### config.mk
export PLATFORM = sky130hd
export DESIGN_NAME = ps2_key_scheduler
export DESIGN_NICKNAME = d
export VERILOG_FILES = /design/src/rtl/ps2_key_scheduler.sv
export SDC_FILE = /design/constraint.sdc
export NUM_CORES = 1
export LEC_CHECK = 0
export BUFFER_PORTS_ARGS = -buffer_cell sky130_fd_sc_hd__buf_2
export CORE_UTILIZATION = 58
export CTS_CLUSTER_SIZE = 40
export DETAILED_ROUTE_END_ITERATION = 8
export PLACE_DENSITY = 0.83
export SETUP_SLACK_MARGIN = 0.05
export SLEW_MARGIN = 30
export SYNTH_ARGS = -nofsm -noshare
export SYNTH_HDL_FRONTEND = slang
export SYNTH_SLANG_ARGS = --single-unit
### constraint.sdc
create_clock -name CLOCK_50 -period 2.6 [get_ports CLOCK_50]
set_input_delay 0.52 -clock CLOCK_50 [delete_from_list [all_inputs] [get_ports CLOCK_50]]
set_output_delay 0.52 -clock CLOCK_50 [all_outputs]
set_load 0.02 [all_outputs]
### src/rtl/ps2_key_scheduler.sv
`default_nettype none
// +------------------------------------------------------------------------+
// | Module   : ps2_key_scheduler                                           |
// | Brief    : PS/2 scan-byte parser, held-key map and round-robin         |
// |            four-player move-command scheduler.                         |
// | Revision : 1.0  initial release                                        |
// +------------------------------------------------------------------------+
module ps2_key_scheduler #(
    parameter int MOVE_DIV = 2500000,
    parameter int CNT_W    = 22
) (
    input  logic        CLOCK_50,
    input  logic        resetn,
    input  logic        byte_valid,
    input  logic [7:0]  byte_data,
    input  logic        byte_err,
    output logic        cmd_valid,
    output logic [1:0]  cmd_player,
    output logic [1:0]  cmd_dir,
    input  logic        cmd_ready,
    output logic        start_pulse,
    output logic [16:0] keys_held,
    output logic        overrun
);

    localparam logic [1:0] PFX_IDLE    = 2'd0;
    localparam logic [1:0] PFX_EXT     = 2'd1;
    localparam logic [1:0] PFX_BRK     = 2'd2;
    localparam logic [1:0] PFX_EXT_BRK = 2'd3;

    localparam logic ARB_IDLE  = 1'b0;
    localparam logic ARB_OFFER = 1'b1;

    localparam logic [CNT_W-1:0] TICK_LAST = CNT_W'(MOVE_DIV - 1);

    logic [1:0]       pfx_q, pfx_d;
    logic             arb_q, arb_d;
    logic [CNT_W-1:0] cnt_q, cnt_d;
    logic [16:0]      keys_held_q, keys_held_d;
    logic             start_pulse_q, start_pulse_d;
    logic [3:0]       pending_q, pending_d;
    logic             overrun_q, overrun_d;
    logic [1:0]       rr_q, rr_d;
    logic             cmd_valid_q, cmd_valid_d;
    logic [1:0]       cmd_player_q, cmd_player_d;
    logic [1:0]       cmd_dir_q, cmd_dir_d;

    logic       ev_valid, ev_make, ev_ext;
    logic [5:0] key_lookup;
    logic       key_hit;
    logic [4:0] key_idx;
    logic       tick;
    logic [3:0] group_held;
    logic [3:0] grp_keys [4];
    logic       found;
    logic [1:0] sel;
    logic       handshake, issue, drop;
    logic [3:0] clr, pending_after;

    // Returns {hit, index}; hit is 0 for codes outside the game-key set.
    function automatic logic [5:0] key_map(input logic ext, input logic [7:0] code);
        logic [5:0] r;
        r = 6'd0;
        if (ext) begin
            case (code)
                8'h75:   r = {1'b1, 5'd0};
                8'h72:   r = {1'b1, 5'd1};
                8'h6B:   r = {1'b1, 5'd2};
                8'h74:   r = {1'b1, 5'd3};
                default: r = 6'd0;
            endcase
        end else begin
            case (code)
                8'h1D:   r = {1'b1, 5'd4};
                8'h1B:   r = {1'b1, 5'd5};
                8'h1C:   r = {1'b1, 5'd6};
                8'h23:   r = {1'b1, 5'd7};
                8'h35:   r = {1'b1, 5'd8};
                8'h33:   r = {1'b1, 5'd9};
                8'h34:   r = {1'b1, 5'd10};
                8'h3B:   r = {1'b1, 5'd11};
                8'h4D:   r = {1'b1, 5'd12};
                8'h4C:   r = {1'b1, 5'd13};
                8'h4B:   r = {1'b1, 5'd14};
                8'h52:   r = {1'b1, 5'd15};
                8'h29:   r = {1'b1, 5'd16};
                default: r = 6'd0;
            endcase
        end
        return r;
    endfunction

    always_ff @(posedge CLOCK_50 or negedge resetn) begin
        if (!resetn) begin
            pfx_q         <= PFX_IDLE;
            arb_q         <= ARB_IDLE;
            cnt_q         <= '0;
            keys_held_q   <= '0;
            start_pulse_q <= 1'b0;
            pending_q     <= '0;
            overrun_q     <= 1'b0;
            rr_q          <= 2'd3;
            cmd_valid_q   <= 1'b0;
            cmd_player_q  <= 2'd0;
            cmd_dir_q     <= 2'd0;
        end else begin
            pfx_q         <= pfx_d;
            arb_q         <= arb_d;
            cnt_q         <= cnt_d;
            keys_held_q   <= keys_held_d;
            start_pulse_q <= start_pulse_d;
            pending_q     <= pending_d;
            overrun_q     <= overrun_d;
            rr_q          <= rr_d;
            cmd_valid_q   <= cmd_valid_d;
            cmd_player_q  <= cmd_player_d;
            cmd_dir_q     <= cmd_dir_d;
        end
    end

    // Prefix parser: decides which bytes become make/break events.
    always_comb begin
        pfx_d    = pfx_q;
        ev_valid = 1'b0;
        ev_make  = 1'b0;
        ev_ext   = 1'b0;
        if (byte_valid) begin
            if (byte_err) begin
                pfx_d = PFX_IDLE;
            end else begin
                case (pfx_q)
                    PFX_IDLE: begin
                        if (byte_data == 8'hE0)      pfx_d = PFX_EXT;
                        else if (byte_data == 8'hF0) pfx_d = PFX_BRK;
                        else begin
                            ev_valid = 1'b1;
                            ev_make  = 1'b1;
                        end
                    end
                    PFX_EXT: begin
                        if (byte_data == 8'hF0)      pfx_d = PFX_EXT_BRK;
                        else if (byte_data == 8'hE0) pfx_d = PFX_EXT;
                        else begin
                            ev_valid = 1'b1;
                            ev_make  = 1'b1;
                            ev_ext   = 1'b1;
                            pfx_d    = PFX_IDLE;
                        end
                    end
                    PFX_BRK: begin
                        pfx_d = PFX_IDLE;
                        if (byte_data != 8'hE0 && byte_data != 8'hF0) ev_valid = 1'b1;
                    end
                    default: begin
                        pfx_d = PFX_IDLE;
                        if (byte_data != 8'hE0 && byte_data != 8'hF0) begin
                            ev_valid = 1'b1;
                            ev_ext   = 1'b1;
                        end
                    end
                endcase
            end
        end
    end

    assign key_lookup = key_map(ev_ext, byte_data);
    assign key_hit    = ev_valid & key_lookup[5];
    assign key_idx    = key_lookup[4:0];

    always_comb begin
        keys_held_d   = keys_held_q;
        start_pulse_d = 1'b0;
        if (key_hit) begin
            keys_held_d[key_idx] = ev_make;
            // Only the edge from released to held counts as a start request.
            if (ev_make && key_idx == 5'd16 && !keys_held_q[16]) start_pulse_d = 1'b1;
        end
    end

    assign tick  = (cnt_q == TICK_LAST);
    assign cnt_d = tick ? '0 : cnt_q + CNT_W'(1);

    for (genvar g = 0; g < 4; g++) begin : g_grp
        assign grp_keys[g]   = keys_held_q[4*g +: 4];
        assign group_held[g] = |grp_keys[g];
    end

    always_comb begin
        found = 1'b0;
        sel   = rr_q;
        for (int k = 1; k <= 4; k++) begin
            if (!found && pending_q[rr_q + 2'(k)]) begin
                found = 1'b1;
                sel   = rr_q + 2'(k);
            end
        end
    end

    assign handshake = (arb_q == ARB_OFFER) & cmd_valid_q & cmd_ready;
    assign issue     = (arb_q == ARB_IDLE) & found & group_held[sel];
    assign drop      = (arb_q == ARB_IDLE) & found & ~group_held[sel];

    always_comb begin
        arb_d = arb_q;
        case (arb_q)
            ARB_IDLE:  if (issue) arb_d = ARB_OFFER;
            default:   if (handshake) arb_d = ARB_IDLE;
        endcase
    end

    always_comb begin
        clr = 4'b0000;
        if (handshake) clr[cmd_player_q] = 1'b1;
        if (drop)      clr[sel]          = 1'b1;
        // Clears land before the tick sets, so a just-served player is not an overrun.
        pending_after = pending_q & ~clr;
        pending_d     = tick ? (pending_after | group_held) : pending_after;
        overrun_d     = overrun_q | (tick & |(pending_after & group_held));

        rr_d         = rr_q;
        cmd_valid_d  = cmd_valid_q;
        cmd_player_d = cmd_player_q;
        cmd_dir_d    = cmd_dir_q;
        if (issue) begin
            cmd_valid_d  = 1'b1;
            cmd_player_d = sel;
            if (grp_keys[sel][0])      cmd_dir_d = 2'd0;
            else if (grp_keys[sel][1]) cmd_dir_d = 2'd1;
            else if (grp_keys[sel][2]) cmd_dir_d = 2'd2;
            else                       cmd_dir_d = 2'd3;
        end
        if (handshake) begin
            cmd_valid_d = 1'b0;
            rr_d        = cmd_player_q;
        end
    end

    assign cmd_valid   = cmd_valid_q;
    assign cmd_player  = cmd_player_q;
    assign cmd_dir     = cmd_dir_q;
    assign start_pulse = start_pulse_q;
    assign keys_held   = keys_held_q;
    assign overrun     = overrun_q;

endmodule
`default_nettype wire

==> results.json <==
{
  "status": "finished, final reports clean",
  "rsz0062_at_grt": "false",
  "syn_nets": 334,
  "synthCells": 320,
  "startpoint_type": "input port",
  "cts_tree": "done",
  "fillers": 429,
  "r2r_cells": 7,
  "syn_to_final_growth_pct": 14.8,
  "maxCapViolCount": 0,
  "path_cells": "buf_2 -> or4b_1 -> a311o_1 -> o311a_2 -> o31a_1 -> nor2_1 -> mux2_1",
  "boundaryPins": 37,
  "stdcell_count": 443,
  "path_depth": 7,
  "antenna_found_initial": 0,
  "final_antenna_net_count": 0,
  "clk_transition_reported_paths_ns": 0.10,
  "max_freq_mhz": 423,
  "r2r_start": "rr_q[0]$_DFFE_PN1P_",
  "reg2reg_to": "cmd_player[1]$_DFFE_PN0P_",
  "avgSynthCellArea_um2": 9.76,
  "postSynth.asyncResetShare_pct": 100,
  "final.setup.tns_ns": 0,
  "synth_top_cell_area_share_pct": 42.5,
  "topRoutingLayerUsed": "met4",
  "wirelength_mm": 6.90,
  "setup_viol": 0,
  "routed-via-count": 2681,
  "ys_seq_elements": 55,
  "final_cell_area_um2": 3590,
  "clkLatencyLatePin_ns": 0.30,
  "vias_per_cell": 6.05,
  "cp_slowest_stage_delay_ns": 0.53,
  "ys_warn_count": 0,
  "ys_top_cells_by_count": "53 x dfrtp_1, 28 x nor2_1, 26 x nand2_1, 14 x nand3_1, 14 x nor2b_1",
  "syn-cell-area_um2": 3120,
  "crit_slowest_cell": "or4b_1",
  "tightest_slew_ns": 0.626,
  "ir_drop_mv": 0.251,
  "cts.sinks": 55,
  "start_util_pct": 60.8,
  "die_h_um": 75.4,
  "placed_cell_area_um2": 3490,
  "wl_per_cell_um": 15.6,
  "synthMostInstantiatedCell": "dfrtp_1",
  "path_class": "in -> reg",
  "fp.dieW_um": 75.4,
  "drc": 0,
  "diodes": 0,
  "post_cts_resize_count": 0,
  "dr.pass1.iters": 4,
  "rows": 26,
  "crit_family": "compound AO/OA/AOI/OAI gates",
  "end_kind": "flop",
  "fp.coreArea_um2": 5140,
  "leakagePower_uw": 0.00163,
  "min_path_type": "in -> async",
  "grt_usage_pct": 26.9,
  "grt_max_degree": 22,
  "dpl.hpwl_mm": 5.14,
  "synth-edff-count": 0,
  "crit_path_start": "byte_data[4]",
  "ctsHoldBuffers": 0,
  "root_buffer": "clkbuf_8",
  "crit_required_ns": 2.79,
  "slew_viol_final": 0,
  "dp.cells": 435,
  "seq_area_frac_synth_pct": 44.2,
  "cts_max_level": 2,
  "cts_setup_buffers": 0,
  "regToRegSetupSlack_ns": 0.45,
  "dieArea_um2": 5680,
  "place_congestion": 0.885,
  "crit_buf_inv": 1,
  "wl_met2_mm": 3.45,
  "arrival_ns": 2.56,
  "grt.overflow.total": 0,
  "critPathCapture": "keys_held[10]$_DFFE_PN0P_",
  "synth_area_leaders": "dfrtp_1 42%, mux2_2 4.7%, nor2_1 3.4%",
  "grt_pass1_wl_mm": 11.6,
  "final_hold_viol_count": 0,
  "cp_max_fo": 10,
  "port_buffers": 36,
  "fin_crit_ns": 2.36,
  "layout-drive-gt1-share_pct": 22.8,
  "synthFlopType": "dfrtp_1",
  "cts_made_buffers": 5,
  "wl_met3_um": 353,
  "yosys.cell_types.count": 53,
  "grt_pass1_vias": 2563,
  "powerDensity_nw_per_um2": 413,
  "final_nets": 386,
  "drt_iter0_drc": 195,
  "slew_headroom_pct": 57.7,
  "clockBufferDepth": 2,
  "synth_area_leader_cell": "dfrtp_1",
  "clock_skew_ns": 0.0103,
  "drt-met1-wl_mm": 2.99,
  "fin_crit_sh_pct": 90.9
}
[routing by layer]
layer | vias up | global-route usage, %
li1 | 1272 | -
met1 | 1304 | 33.7
met2 | 94 | 47.7
met3 | 11 | 3.97
met4 | 0 | 9.05
met5 | - | 0
[stage by stage]
stage / hold WS (ns) / utilization [%] / power, µW / worst slack, ns
global route: 0.142 / 69.8 / 1530 / 0.0852
finish: 0.127 / 69.8 / 1480 / 0.238
global placement: 0.435 / 67.8 / 985 / 0.0255
detailed placement: 0.449 / 67.8 / 988 / -0.0520
floorplan: 0.224 / - / 930 / 0.114
CTS: 0.137 / 69.8 / 1490 / 0.249
[registers in the layout (all words and copies together), names as in the netlist]
name	flops
start_pulse	1
pending_q	4
cmd_valid	1
cnt_q	22
cmd_player	2
rr_q	2
pfx_q	2
keys_held	17
overrun	1
arb_q	1
cmd_dir	2
[cells by family after synthesis]
kind of cell / Yosys count / synth area share [%]
and+or+nand+nor: 147 / 26.7
DFF: 55 / 44.2
AOI/OAI and AO/OA: 52 / 11.8
muxes: 25 / 8.65
xor gates and xnor gates: 21 / 5.89
buffers and inverters: 19 / 2.36
adders and majority gates: 1 / 0.401
[power breakdown]
| part | internal (µW) | total, µW | switching, µW |
|---|---|---|---|
| Combinational | 41.0 | 110 | 68.6 |
| Sequential | 858 | 862 | 3.85 |
| Clock | 244 | 507 | 264 |
| Total | 1140 | 1480 | 336 |
[cells in the final DEF (no fill, tap or decap), drive strengths merged, types with 5 or more instances in the layout]
cell / Yosys / routed
a21oi: 7 / 7
buf: 2 / 53
clkbuf: 6 / 8
dfrtp: 53 / 53
inv: 11 / 11
mux2: 16 / 16
mux2i: 9 / 9
nand2: 26 / 26
nand2b: 9 / 9
nand3: 14 / 14
nand3b: 5 / 5
nand4: 7 / 7
nor2: 28 / 28
nor2b: 14 / 14
nor3: 8 / 8
o21ai: 10 / 10
o31ai: 5 / 5
or4: 5 / 5
xnor2: 10 / 10
xor2: 11 / 11
[how the worst min path moves through the flow]
stage,end,slack (ns)
global placement,start_pulse$_DFF_PN0_,0.44
finish,cmd_dir[1]$_DFFE_PN0P_,0.13
CTS,cmd_dir[1]$_DFFE_PN0P_,0.14
detailed placement,start_pulse$_DFF_PN0_,0.45
floorplan,arb_q$_DFF_PN0_,0.22
global route,cmd_dir[1]$_DFFE_PN0P_,0.14
[final cells by class]
type | count | area, µm² | area share [%]
clock buffers | 8 | 100 | 2.79
inverters | 11 | 41.3 | 1.15
flip-flops and latches | 55 | 1380 | 38.5
repair buffers | 53 | 308 | 8.58
well taps | 70 | 87.6 | 2.44
multi-input cells | 246 | 1670 | 46.6
Note: power is estimated with default switching activity, not from simulation.
